[config.mk]
export PLATFORM = sky130hd
export DESIGN_NAME = rq_seq_num_tracker
export DESIGN_NICKNAME = d
export VERILOG_FILES = /design/src/rtl/rq_seq_pkg.sv /design/src/rtl/rq_seq_lane_alloc.sv /design/src/rtl/rq_seq_num_tracker.sv
export SDC_FILE = /design/constraint.sdc
export NUM_CORES = 1
export LEC_CHECK = 0
export BUFFER_PORTS_ARGS = -buffer_cell sky130_fd_sc_hd__buf_2
export CAP_MARGIN = 10
export CORE_MARGIN = 2
export CORE_UTILIZATION = 40
export DETAILED_ROUTE_END_ITERATION = 7
export GPL_TIMING_DRIVEN = 0
export SLEW_MARGIN = 20
export SYNTH_ARGS = -nofsm -noshare
export SYNTH_HDL_FRONTEND = slang
export SYNTH_HIERARCHICAL = 1
export SYNTH_SLANG_ARGS = --single-unit
[constraint.sdc]
create_clock -name user_clk -period 9.5 [get_ports user_clk]
set_input_delay 0.95 -clock user_clk [delete_from_list [all_inputs] [get_ports user_clk]]
set_output_delay 0.95 -clock user_clk [all_outputs]
set_load 0.01 [all_outputs]
[src/rtl/rq_seq_pkg.sv]
// Shared types and helpers for the RQ sequence-number tracker.
// Provides the sequence-number type, its maximum width and a wrap-aware adder
// that can skip the reserved value 0.
package rq_seq_pkg;

  localparam int unsigned RQ_SEQ_W_MAX = 8;

  typedef logic [RQ_SEQ_W_MAX-1:0] seq_num_t;

  // Adds offset to base within [skip_zero ? 1 : 0, 2**seq_w - 1].
  // Offsets never exceed the lane count (<= 4), which is always smaller than
  // the range size (>= 15), so a single corrective subtraction is enough.
  function automatic seq_num_t seq_wrap_add(input seq_num_t    base,
                                            input int unsigned offset,
                                            input int unsigned seq_w,
                                            input bit          skip_zero);
    int unsigned top;
    int unsigned sum;
    top = 32'd1 << seq_w;
    sum = 32'(base) + offset;
    if (sum >= top) begin
      sum = sum - top + (skip_zero ? 32'd1 : 32'd0);
    end
    return seq_num_t'(sum);
  endfunction

endpackage

[src/rtl/rq_seq_lane_alloc.sv]
// Combinational candidate and grant generation for the assign lanes.
// Lane k is offered curr+k (wrapped); grants form a contiguous prefix and are
// only given for numbers currently available.
module rq_seq_lane_alloc
  import rq_seq_pkg::*;
#(
  parameter int unsigned NUM_ASN   = 2,
  parameter int unsigned SEQ_W     = 6,
  parameter int unsigned RSVD_ZERO = 1
) (
  input  logic [SEQ_W-1:0]         curr,
  input  logic [NUM_ASN-1:0]       asn_req,
  input  logic [2**SEQ_W-1:0]      avail,
  input  logic                     block,
  output logic [NUM_ASN-1:0]       asn_gnt,
  output logic [NUM_ASN*SEQ_W-1:0] asn_num,
  output logic [2:0]               gnt_cnt,
  output logic                     req_err
);

  logic             req_ok;
  logic             chain_ok;
  logic [SEQ_W-1:0] cand;

  // Candidate numbers, thermometer check and the grant prefix chain.
  always_comb begin
    asn_gnt  = '0;
    asn_num  = '0;
    gnt_cnt  = '0;
    cand     = '0;
    // A thermometer code has no set bit above a clear bit: x & (x+1) == 0.
    req_ok   = (asn_req & (asn_req + NUM_ASN'(1))) == '0;
    chain_ok = req_ok && !block;
    for (int unsigned k = 0; k < NUM_ASN; k++) begin
      cand = SEQ_W'(seq_wrap_add(seq_num_t'(curr), k, SEQ_W, RSVD_ZERO != 0));
      asn_num[k*SEQ_W +: SEQ_W] = cand;
      asn_gnt[k] = asn_req[k] && avail[cand] && chain_ok;
      chain_ok   = asn_gnt[k];
      gnt_cnt    = gnt_cnt + 3'(asn_gnt[k]);
    end
    req_err = !req_ok;
  end

endmodule

[src/rtl/rq_seq_num_tracker.sv]
// RQ sequence-number tracker: hands out sequence numbers on up to NUM_ASN
// lanes per cycle, takes them back on NUM_REL release ports, and flags
// protocol errors. Optional stall watchdog under SEQ_TRK_WATCHDOG_EN.
module rq_seq_num_tracker
  import rq_seq_pkg::*;
#(
  parameter int unsigned NUM_ASN   = 2,
  parameter int unsigned NUM_REL   = 2,
  parameter int unsigned SEQ_W     = 6,
  parameter int unsigned RSVD_ZERO = 1,
  parameter int unsigned WD_CYC    = 4096
) (
  input  logic                     user_clk,
  input  logic                     reset_n,
  input  logic                     init_rst_i,
  input  logic [NUM_ASN-1:0]       asn_req,
  output logic [NUM_ASN-1:0]       asn_gnt,
  output logic [NUM_ASN*SEQ_W-1:0] asn_num,
  input  logic [NUM_REL-1:0]       rel_vld,
  input  logic [NUM_REL*SEQ_W-1:0] rel_num,
  output logic [2**SEQ_W-1:0]      avail,
  output logic [SEQ_W:0]           outstanding,
  output logic                     all_back,
  output logic                     err_rel,
  output logic                     err_req,
  output logic                     wd_timeout
);

  localparam int unsigned NUM_SEQ = 2**SEQ_W;
  localparam logic [SEQ_W-1:0] CURR_RST = (RSVD_ZERO != 0) ? SEQ_W'(1) : '0;

  if (NUM_ASN < 1 || NUM_ASN > 4 || NUM_REL < 1 || NUM_REL > 4 ||
      SEQ_W < 4 || SEQ_W > RQ_SEQ_W_MAX || WD_CYC < 1) begin : g_param_chk
    $error("rq_seq_num_tracker: parameter out of range");
  end

  logic [SEQ_W-1:0]   curr_q, curr_d;
  logic [NUM_SEQ-1:0] avail_q, avail_d;
  logic [SEQ_W:0]     outst_q, outst_d;
  logic               err_rel_q, err_rel_d;
  logic               err_req_q, err_req_d;

  logic               block;
  logic [2:0]         gnt_cnt;
  logic               req_err;
  logic [NUM_SEQ-1:0] gnt_mask;
  logic [NUM_SEQ-1:0] rel_mask;
  logic [2:0]         rel_cnt;
  logic               rel_err;
  logic [SEQ_W-1:0]   rel_idx;

  assign block = !reset_n || init_rst_i;

  rq_seq_lane_alloc #(
    .NUM_ASN   (NUM_ASN),
    .SEQ_W     (SEQ_W),
    .RSVD_ZERO (RSVD_ZERO)
  ) u_lane_alloc (
    .curr    (curr_q),
    .asn_req (asn_req),
    .avail   (avail_q),
    .block   (block),
    .asn_gnt (asn_gnt),
    .asn_num (asn_num),
    .gnt_cnt (gnt_cnt),
    .req_err (req_err)
  );

  // Numbers granted this cycle.
  always_comb begin
    gnt_mask = '0;
    for (int unsigned k = 0; k < NUM_ASN; k++) begin
      if (asn_gnt[k]) gnt_mask[asn_num[k*SEQ_W +: SEQ_W]] = 1'b1;
    end
  end

  // Accept releases of outstanding numbers once; anything else is an error.
  // A grant only ever takes an available number, so a release colliding with a
  // same-cycle grant is already caught by the availability test.
  always_comb begin
    rel_mask = '0;
    rel_cnt  = '0;
    rel_err  = 1'b0;
    rel_idx  = '0;
    for (int unsigned p = 0; p < NUM_REL; p++) begin
      rel_idx = rel_num[p*SEQ_W +: SEQ_W];
      if (rel_vld[p]) begin
        if (avail_q[rel_idx] || rel_mask[rel_idx]) begin
          rel_err = 1'b1;
        end else begin
          rel_mask[rel_idx] = 1'b1;
          rel_cnt           = rel_cnt + 3'd1;
        end
      end
    end
  end

  // Next-state for pointer, availability, count and sticky flags.
  always_comb begin
    curr_d  = SEQ_W'(seq_wrap_add(seq_num_t'(curr_q), 32'(gnt_cnt), SEQ_W, RSVD_ZERO != 0));
    avail_d = (avail_q | rel_mask) & ~gnt_mask;
    if (RSVD_ZERO != 0) avail_d[0] = 1'b1;
    outst_d   = outst_q + (SEQ_W+1)'(gnt_cnt) - (SEQ_W+1)'(rel_cnt);
    err_rel_d = err_rel_q || rel_err;
    err_req_d = err_req_q || req_err;
  end

  // State registers; hard reset and soft reinit both restore reset values.
  always_ff @(posedge user_clk) begin
    if (!reset_n || init_rst_i) begin
      curr_q    <= CURR_RST;
      avail_q   <= '1;
      outst_q   <= '0;
      err_rel_q <= 1'b0;
      err_req_q <= 1'b0;
    end else begin
      curr_q    <= curr_d;
      avail_q   <= avail_d;
      outst_q   <= outst_d;
      err_rel_q <= err_rel_d;
      err_req_q <= err_req_d;
    end
  end

`ifdef SEQ_TRK_WATCHDOG_EN
  localparam int unsigned WD_W = $clog2(WD_CYC + 1);

  logic [WD_W-1:0] wd_cnt_q, wd_cnt_d;
  logic            wd_to_q, wd_to_d;

  // Count cycles with work outstanding but no accepted release; saturate.
  always_comb begin
    wd_cnt_d = wd_cnt_q;
    wd_to_d  = wd_to_q;
    if (rel_cnt != 3'd0 || outst_q == '0) begin
      wd_cnt_d = '0;
    end else if (wd_cnt_q != WD_W'(WD_CYC)) begin
      wd_cnt_d = wd_cnt_q + WD_W'(1);
    end
    if (wd_cnt_d == WD_W'(WD_CYC)) wd_to_d = 1'b1;
  end

  // Watchdog counter and sticky timeout flag.
  always_ff @(posedge user_clk) begin
    if (!reset_n || init_rst_i) begin
      wd_cnt_q <= '0;
      wd_to_q  <= 1'b0;
    end else begin
      wd_cnt_q <= wd_cnt_d;
      wd_to_q  <= wd_to_d;
    end
  end

  assign wd_timeout = wd_to_q;
`else
  assign wd_timeout = 1'b0;
`endif

  assign avail       = avail_q;
  assign outstanding = outst_q;
  assign all_back    = (outst_q == '0);
  assign err_rel     = err_rel_q;
  assign err_req     = err_req_q;

endmodule
==> results of run 1 <==
[cells in the final DEF (no fill, tap or decap), types with 7 or more instances in the layout]
master,instances
a21o_1,7
mux4_2,33
xnor2_1,10
a221oi_1,7
nand4_1,13
a22o_1,13
clkbuf_1,51
buf_2,117
nand2_1,69
o221ai_1,35
buf_1,10
nor3_1,45
mux2i_1,34
o22ai_1,16
o21ai_0,49
buf_4,16
xor2_1,9
nand3_1,78
a21oi_1,43
nor3b_1,9
or2_2,33
o211ai_1,30
mux2_2,15
a211oi_1,7
buf_6,7
and2_1,10
ha_1,17
a31oi_1,19
a22oi_1,43
clkbuf_16,9
nor2b_1,15
and3_1,18
inv_1,29
nand2b_1,13
nor2_1,63
dfxtp_1,78
[where the power goes]
| group | switching (W) | internal, W | total (W) |
|---|---|---|---|
| clock network | 0.000143 | 0.000272 | 0.000415 |
| logic | 0.000158 | 0.0000867 | 0.000245 |
| registers | 0.00000755 | 0.000335 | 0.000342 |
[cell type report]
type / count / area (um2) / area share [%]
multi-input cells: 838 / 6060 / 64.2
inverters: 32 / 120 / 1.27
well taps: 270 / 338 / 3.58
clock buffers: 13 / 260 / 2.76
clock inverters: 3 / 90.1 / 0.954
repair buffers: 101 / 512 / 5.42
plain buffers: 98 / 494 / 5.24
flip-flops and latches: 78 / 1560 / 16.5
[through the flow]
step	util [%]	setup WS (ns)	instance area [um2]	std cells
floorplan	-	4.39	8220	1046
global placement	44.9	3.31	9060	1416
detailed placement	45.1	3.61	9090	1417
CTS	46.8	3.96	9440	1433
global route	46.8	3.56	9440	1433
finish	46.8	3.85	9440	1433
[layer usage]
metal  routed length [um]  vias up  global-route usage, %
met1                15100     4609                   45.9
met4                 1680        2                   13.8
met2                16500      689                   51.1
met3                 4780      122                   9.10
li1                     -     4229                      -
met5                   16        -                  0.909
[worst reg2reg max path, delay by kind of cell (launching register included)]
kind | cells | cell delay (ns)
fa+ha+maj | 3 | 1.38
compound gates | 5 | 0.93
flops | 1 | 0.47
simple gates | 6 | 0.81
xor+xnor | 1 | 0.15
buf+inv | 7 | 1.58
[flip-flops by register name, indices dropped and copies added, names as in the netlist]
register / count
avail: 63
outstanding: 7
err_req: 1
err_rel: 1
curr_q: 6
[path summary, 6_finish.rpt]
kind / slack, ns / end / start
min: 0.47 / err_req / err_req
max reg2reg: 4.03 / outstanding[6] / curr_q[0]
min reg2reg: 0.47 / err_req / err_req
max: 3.85 / outstanding[6] / rel_num[1]
[kinds of logic (layout without fill, tap and decap cells)]
logic type | after synthesis | count (layout)
DFF | 78 | 78
adders and majority gates | 20 | 20
and+or+nand+nor | 406 | 406
xor gates and xnor gates | 19 | 19
muxes | 82 | 82
other | 3 | 6
AOI/OAI and AO/OA | 305 | 305
buffers and inverters | 130 | 247
==> results.txt, run 1 <==
----------------------------------------------------
[Logic synthesis]
  Mapped Avg Cell Area ... 7.87 um2
  Asr flop ratio synth ... 0%
  Mux cell area share after synthesis ... 15.2%
  Sequential cell area fraction in the yosys report ... 19.0%
  Top post-synthesis cells by area ... dfxtp_1 (19%), mux4_2 (9.0%), nand3_1 (4.8%)
  Xor/xnor share of the synthesized area ... 2.03%
  Post-synth cell types ... 75
  Synth cell count leaders ... dfxtp_1 (78), nand3_1 (78), nand2_1 (69)
  Simple-gate portion of the synthesized area ... 26.6%
  Area fraction in compound gates after synthesis ... 26.2%
  Ys Warns ... 6
  Main combinational cell family by area after synthesis ... simple AND/OR/NAND/NOR gates
  Area leader, netlist ... dfxtp_1
  Synth Area in Adders ... 3.32%
  Post-synth EDFFs ... 0
  Number of instances in the synthesized netlist ... 1043
  Post-synthesis instance area ... 0.00821 mm2
  Number of synthesized register bits ... 78
  Portion of synthesized cell area occupied by the leading cell type ... 19.0%
  Predominant post-synthesis flop cell ... dfxtp_1

[Critical path]
  Critical path fanouts, max ... 10
  Type of the setup path with the least slack ... in -> reg
  Worst r2r path cells ... 22
  Stage delay of the slowest cell on the critical path ... 0.52 ns
  Buffers & Inverters on Critical Path ... 6
  Top Family by Delay on Critical Path ... simple AND/OR/NAND/NOR gates
  Worst path slowest cell ... nor2b_1
  Cells traversed along the worst timing path ... buf_2 -> buf_2 -> nor2b_1 -> a22oi_1 -> nand3_1 -> nand4_2 -> nor3_1 -> or2_1 -> clkbuf_1 -> buf_2 -> inv_1 -> ha_1 -> mux2_2 -> ha_1 -> inv_1 -> ha_1 -> fa_1 -> a21o_1 -> a21oi_1 -> nor2b_1 -> nor2_1 -> o21bai_1 -> xnor2_1 -> nor2_1
  Crit path capture type ... flop
  CP required ... 9.72 ns
  Crit path depth ... 24
  Critical Path Start Type ... input pin
  Arr. time, crit path ... 5.87 ns

[Power]
  Static leakage power ... 3.21 nW
  Maximum vdd ir drop ... 0.0000805 V
  Power per standard cell area ... 106 mW/mm2
  Total power of the final layout ... 0.00100 W

[Floorplan]
  Core area ... 0.0202 mm2
  Effective utilization at floorplan ... 40.7%
  X dimension of the die ... 147 um
  Die Outline Area ... 0.0217 mm2
  Top-Level Pins ... 108
  Cell row count ... 52
  Die extent in y ... 147 um

[Clock tree]
  CTS root buf ... clkbuf_16
  # H-tree levels ... 3
  Gates resized, CTS repair ... 0
  Hold_buf cts ... 0
  Total number of clock tree sinks ... 78
  TritonCTS clock tree ... built
  Clock tree buffer depth ... 2
  Total CTS buffers ... 9
  CTS clk-pin slew, worst paths ... 0.06 ns
  Worst skew pair latency ... 0.35 ns
  Number of post-CTS setup repair buffers ... 0

[Place]
  Gp weighted congestion ... 1.02
  Dpl hpwl ... 29000 um
  Number of buffers added on ports ... 100

[Drt]
  Post-DR vias/cell ... 6.73
  Antenna viol nets, final ... 0
  Via count ... 9651
  Pre-Repair DR Iteration Count ... 6
  Drt drc ... 0
  WL final ... 38100 um
  Number of design-rule violations left by the first detailed-router iteration ... 1158
  Routed len/inst ... 26.6 um

[Layout]
  Layout cells sized above 1 ... 22.2%
  ANT cells ... 0
  Area growth, synth to finish ... 14.9%
  Number of nets in the finished design ... 1197
  Number of fill cells ... 2033

[Run status]
  Run status ... completed

[Global routing]
  Wire length of the first global-routing pass ... 55200 um
  GRT Total Usage ... 33.9%
  Number of antenna violations at the first check in global routing ... 2
  Number of global-route vias before repair ... 8628
  Total congestion overflow ... 0
  Pin count of the biggest net entering global routing ... 14

[STA]
  Highest clock frequency the design can meet ... 177 MHz
  Part of the cycle the worst path needs ... 59.5%
  Setup total negative slack ... 0 ns
  Worst Hold Margin ... 0.475 ns
  Actual slew at the worst max-slew pin ... 1.27 ns
  Unrepaired setup endpoints after global routing ... false
  Setup violators final ... 0
  Final Slew Violations ... 0
  Largest clock skew in the final design ... 0.0103 ns
  Headroom to the max-slew limit ... 14.9%
  Shortest clock period the worst path allows after layout ... 5.65 ns
  Hold violation total from the final report ... 0

[Min path]
  Hold Path Class ... reg -> reg
  Hold Crit Depth ... 2

[Run]
  Max Cap Violations ... 0

----------------------------------------------------
(Power assumes the default switching activity.)
==> run 2: changes to the inputs <==
- clock period: 9.5 -> 4.7 ns (I/O delays scaled with it)
==> results.txt, run 2 (synthesis gave the netlist of run 1 again) <==
----------------------------------------------------
[Layout]
  Post-layout utilization of the core ... 48.8%
  Area growth, synth to finish ... 19.9%
  Number of nets in the finished design ... 1215
  ANT cells ... 0
  Layout cells sized above 1 ... 26.8%
  Number of flip-flops in the largest register ... 63
  Most frequent cells in the layout ... buf_2 (111), nand3_1 (78), dfxtp_1 (70)
  Most common cell after layout, fill and taps aside ... buf_2

[Critical path]
  Arr. time, crit path ... 4.77 ns
  Type of the setup path with the least slack ... reg -> reg
  Critical Path Start Type ... flop
  Critical path fanouts, max ... 10
  Crit path capture type ... flop
  CP required ... 4.89 ns

[STA]
  Largest clock skew in the final design ... 0.0102 ns
  Highest clock frequency the design can meet ... 218 MHz
  Final Slew Violations ... 0
  Slack of the critical path ... 0.119 ns
  Hold violation total from the final report ... 0
  Part of the cycle the worst path needs ... 97.5%
  Headroom to the max-slew limit ... 14.5%
  Setup violators final ... 0
  Shortest clock period the worst path allows after layout ... 4.58 ns
  Worst Hold Margin ... 0.443 ns
  Actual slew at the worst max-slew pin ... 1.27 ns

[Global routing]
  Pin count of the biggest net entering global routing ... 14
  GRT Total Usage ... 34.1%
  Number of antenna violations at the first check in global routing ... 1
  Number of global-route vias before repair ... 8718
  Wire length of the first global-routing pass ... 55600 um
  Total congestion overflow ... 0

[Power]
  Maximum vdd ir drop ... 0.000162 V
  Clock network power share ... 40.6%
  Net Sw Power ... 0.000638 W
  Logic pwr share ... 25.8%
  Internal portion of total power ... 0.00142 W
  Net switching fraction of the power ... 31.0%
  Power per standard cell area ... 209 mW/mm2
  Static leakage power ... 3.40 nW
  Part of the total power dissipated in sequential elements ... 33.5%
  Total power of the final layout ... 0.00206 W

[Run status]
  Run status ... completed

[Drt]
  WL final ... 38400 um
  Post-DR vias/cell ... 6.71
  Via count ... 9740
  Pre-Repair DR Iteration Count ... 7
  Drt drc ... 0
  Number of design-rule violations left by the first detailed-router iteration ... 1287
  Antenna viol nets, final ... 0
  Routed len/inst ... 26.4 um

[Clock tree]
  # H-tree levels ... 3
  Total number of clock tree sinks ... 78
  Clock tree buffer depth ... 2
  Hold_buf cts ... 0
  TritonCTS clock tree ... built
  CTS root buf ... clkbuf_16
  CTS clk-pin slew, worst paths ... 0.06 ns
  Total CTS buffers ... 9
  Worst skew pair latency ... 0.35 ns

[Run]
  Max Cap Violations ... 0

[Floorplan]
  Cell row count ... 52
  Effective utilization at floorplan ... 40.7%
  Die extent in y ... 147 um
  Die Outline Area ... 0.0217 mm2
  X dimension of the die ... 147 um
  Top-Level Pins ... 108
  Core area ... 0.0202 mm2

[Place]
  Dpl hpwl ... 29000 um
  Worst slack at placement ... -0.713 ns
  Gp weighted congestion ... 1.02
  Number of buffers added on ports ... 100

[Min path]
  Hold Path Class ... in -> reg

----------------------------------------------------
-- run 2: cell count changes in the layout (fill, tap and decap cells not counted), moves of 4 or more --
cell | before | now
buf_2 | 117 | 111
buf_4 | 16 | 34
buf_6 | 7 | 11
clkbuf_1 | 51 | 44
clkbuf_2 | 0 | 6
dfxtp_1 | 78 | 70
dfxtp_2 | 0 | 4
dfxtp_4 | 0 | 4
-- run 2: routing by layer --
layer  vias up  share of wire [%]  GRT usage, %
met1      4639                 40          46.3
li1       4275                  -             -
met4         0                4.7          14.6
met2       697                 43          51.5
met5         -                  0         0.909
met3       129                 13          8.70
-- run 2: layout make-up --
class,instances,area [um2]
clock inverter,3,90.1
multi-input combinational,838,6230
sequential,78,1580
tap,270,338
buffer,96,551
timing repair buffer,121,659
fill,2014,10300
clock buffer,13,260
inverter,32,134
-- run 2: metrics by stage --
stage | instances | area, um2 | setup TNS (ns)
after floorplan | 1046 | 8220 | 0
after global placement | 1416 | 9060 | -5.23
after detailed placement | 1417 | 9090 | -3.27
after CTS | 1437 | 9620 | 0
after global routing | 1451 | 9850 | -0.0595
final | 1451 | 9850 | 0
-- run 2: power by group through the flow --
| stage | clock network [W] | registers [W] | logic (W) |
|---|---|---|---|
| 2_1_floorplan | 0 | 0.000710 | 0.000333 |
| 3_3_place_gp | 0 | 0.000706 | 0.000477 |
| 3_5_place_dp | 0 | 0.000707 | 0.000482 |
| 4_1_cts | 0.000835 | 0.000691 | 0.000497 |
| 5_1_grt | 0.000865 | 0.000692 | 0.000570 |
| 6_report | 0.000836 | 0.000690 | 0.000531 |
-- run 2: worst paths after layout --
kind	cells after the start	to	slack, ns	startpoint
setup reg to reg	18	avail[48]	0.12	curr_q[2]
hold / removal	4	err_req	0.44	asn_req[0]
hold reg to reg	2	err_req	0.48	err_req
setup / recovery	18	avail[48]	0.12	curr_q[2]
-- run 2: repair_timing --
item / 4_1_cts / 5_1_grt
gates resized for setup: 41 / 40
pin swaps: 4 / 15
setup endpoints to repair: 22 / 4
buffers inserted: 5 / 14
gates cloned: 0 / 1
-- run 2: worst max-delay path, stage by stage (launching register included) --
cell and delay (ns):
dfxtp_4 0.38, ha_1 0.33, nand4_4 0.14, a21o_4 0.19, inv_4 0.09, nand2_2 0.14
a211oi_1 0.06, or4_1 0.59, a22oi_2 0.27, o221ai_4 0.18, nor2_2 0.16, buf_4 0.13
buf_4 0.10, buf_4 0.14, nand2b_1 0.13, nor3_1 0.78, a22oi_1 0.30, nand3_1 0.19
o211ai_1 0.10
==> run 3: changes to the inputs <==
- CORE_UTILIZATION: 40 -> 50
- CTS_CLUSTER_SIZE: default -> 24
- PLACE_DENSITY: default -> 0.73
==> results.txt, run 3 (synthesis gave the netlist of run 1 again) <==
----------------------------------------------------
[Power]
  Clock network power share ... 37.1%
  Internal portion of total power ... 0.00130 W
  Net Sw Power ... 0.000646 W
  Maximum vdd ir drop ... 0.000249 V
  Static leakage power ... 3.37 nW
  Power per standard cell area ... 199 mW/mm2
  Logic pwr share ... 27.3%
  Net switching fraction of the power ... 33.2%
  Part of the total power dissipated in sequential elements ... 35.6%

[Layout]
  Most common cell after layout, fill and taps aside ... buf_2
  ANT cells ... 0
  Most frequent cells in the layout ... buf_2 (114), nand3_1 (78), dfxtp_1 (72)
  Seq. cell area ... 0.00158 mm2
  Number of flip-flops in the largest register ... 63
  Number of nets in the finished design ... 1219
  Final non-filler cell area ... 0.00978 mm2
  Layout cells sized above 1 ... 27.4%
  Area used by multi-input combinational logic ... 0.00624 mm2
  Number of fill cells ... 1510
  Area growth, synth to finish ... 19.1%

[STA]
  Part of the cycle the worst path needs ... 96.8%
  Final Slew Violations ... 0
  Headroom to the max-slew limit ... 21.0%
  Largest clock skew in the final design ... 0.00733 ns
  Setup violators final ... 0
  Shortest clock period the worst path allows after layout ... 4.55 ns
  Slack of the critical path ... 0.151 ns
  Actual slew at the worst max-slew pin ... 1.18 ns
  Setup total negative slack ... 0 ns
  Hold violation total from the final report ... 0
  Highest clock frequency the design can meet ... 220 MHz

[Drt]
  Post-DR vias/cell ... 7.08
  Via count ... 9917
  Pre-Repair DR Iteration Count ... 8
  Drt drc ... 1
  Routed len/inst ... 27.0 um
  Antenna viol nets, final ... 0
  WL final ... 37800 um
  Number of design-rule violations left by the first detailed-router iteration ... 1602

[Min path]
  Hold Path Class ... in -> reg

[Critical path]
  CP required ... 4.91 ns
  Cells traversed along the worst timing path ... buf_8 -> clkinvlp_4 -> o21ai_4 -> buf_6 -> and3_1 -> a211oi_1 -> or4_1 -> a22oi_2 -> o221ai_2 -> nor2_2 -> buf_6 -> inv_1 -> fa_1 -> inv_1 -> ha_1 -> a21o_1 -> a21o_1 -> a21o_1 -> a21oi_2 -> xnor2_1 -> nor2_1
  Crit path capture type ... flop
  Type of the setup path with the least slack ... reg -> reg
  Arr. time, crit path ... 4.76 ns
  Critical path fanouts, max ... 10
  Critical Path Start Type ... flop
  Stage delay of the slowest cell on the critical path ... 0.59 ns
  CP most frequent cell ... a21o_1
  Worst path slowest cell ... or4_1

[Clock tree]
  TritonCTS clock tree ... built
  CTS clk-pin slew, worst paths ... 0.06 ns
  CTS root buf ... clkbuf_16
  Hold_buf cts ... 0
  Worst skew pair latency ... 0.34 ns
  # H-tree levels ... 3
  Total CTS buffers ... 9
  Total number of clock tree sinks ... 78
  Clock tree buffer depth ... 2

[Global routing]
  GRT Total Usage ... 41.4%
  Total congestion overflow ... 0
  Pin count of the biggest net entering global routing ... 14
  Number of antenna violations at the first check in global routing ... 0
  Wire length of the first global-routing pass ... 55500 um
  Number of global-route vias before repair ... 8892

[Floorplan]
  X dimension of the die ... 132 um
  Core area ... 0.0159 mm2
  Top-Level Pins ... 108
  Die Outline Area ... 0.0175 mm2
  Cell row count ... 46
  Effective utilization at floorplan ... 51.5%
  Die extent in y ... 132 um

[Place]
  Dpl hpwl ... 28400 um
  Number of buffers added on ports ... 100
  Gp weighted congestion ... 1.02
  Area of placed instances ... 0.00902 mm2
  Worst slack at placement ... -0.717 ns

[Run status]
  Run status ... finished with violations
  Failing checks ... DRC

[Run]
  Max Cap Violations ... 0

----------------------------------------------------
run 3: cell types whose count changed in the layout (fill, tap and decap cells not counted), moves of 2 or more:
| cell | change |
|---|---|
| buf_4 | +6 |
| dfxtp_2 | -4 |
| buf_2 | +3 |
| clkbuf_4 | -3 |
| clkinvlp_4 | +3 |
| bufinv_16 | -2 |
| clkbuf_1 | -2 |
| clkbuf_2 | -2 |
| dfxtp_1 | +2 |
| dfxtp_4 | +2 |
run 3: metal layers:
| metal | vias up | share of wire [%] | track usage [%] |
|---|---|---|---|
| met4 | 0 | 4.5 | 17.0 |
| met2 | 786 | 43 | 64.1 |
| met1 | 4708 | 40 | 57.3 |
| met3 | 137 | 13 | 7.04 |
| li1 | 4286 | - | - |
| met5 | - | 0 | 0 |
run 3: area by class of cell:
class	count	share of cell area, %
flip-flops and latches	78	16.2
clock buffers	11	2.48
plain buffers	95	5.54
well taps	216	2.76
clock inverters	5	0.601
inverters	32	1.43
repair buffers	126	7.15
multi-input cells	838	63.8
run 3: final timing paths:
check                  start             end  slack (ns)  cells past startpoint
setup / recovery   curr_q[5]  outstanding[5]        0.15                     21
hold / removal    asn_req[0]         err_req        0.44                      4
setup reg to reg   curr_q[5]  outstanding[5]        0.15                     21
hold reg to reg      err_rel         err_rel        0.47                      2
run 3: power by group through the flow:
stage                     Sequential [W]  Clock [W]  Combinational, W
after global routing            0.000693   0.000752          0.000570
final                           0.000692   0.000722          0.000532
after detailed placement        0.000708          0          0.000479
after floorplan                 0.000710          0          0.000333
after global placement          0.000708          0          0.000472
after CTS                       0.000692   0.000717          0.000494
run 3: through the flow:
step                cells  hold slack, ns  util (%)  power [W]
finish               1401           0.435      61.3    0.00195
global route         1401           0.469      61.3    0.00202
CTS                  1385           0.434      59.6    0.00190
detailed placement   1363           0.458      56.6    0.00119
global placement     1362           0.442      56.4    0.00118
floorplan            1046           0.477         -    0.00104
run 3: worst max-delay path, delay by kind of cell (launching register included):
kind,cells,cell delay (ns)
buf+inv,6,0.71
xor+xnor,1,0.13
flops,1,0.39
fa+ha+maj,2,0.80
compound gates,8,1.40
simple gates,4,0.98
run 3: what timing repair did:
item,in CTS,in global routing
gates resized for setup,42,42
endpoints found under the hold margin,0,0
buffers inserted,7,18
setup endpoints to repair,22,3
pin swaps,6,16
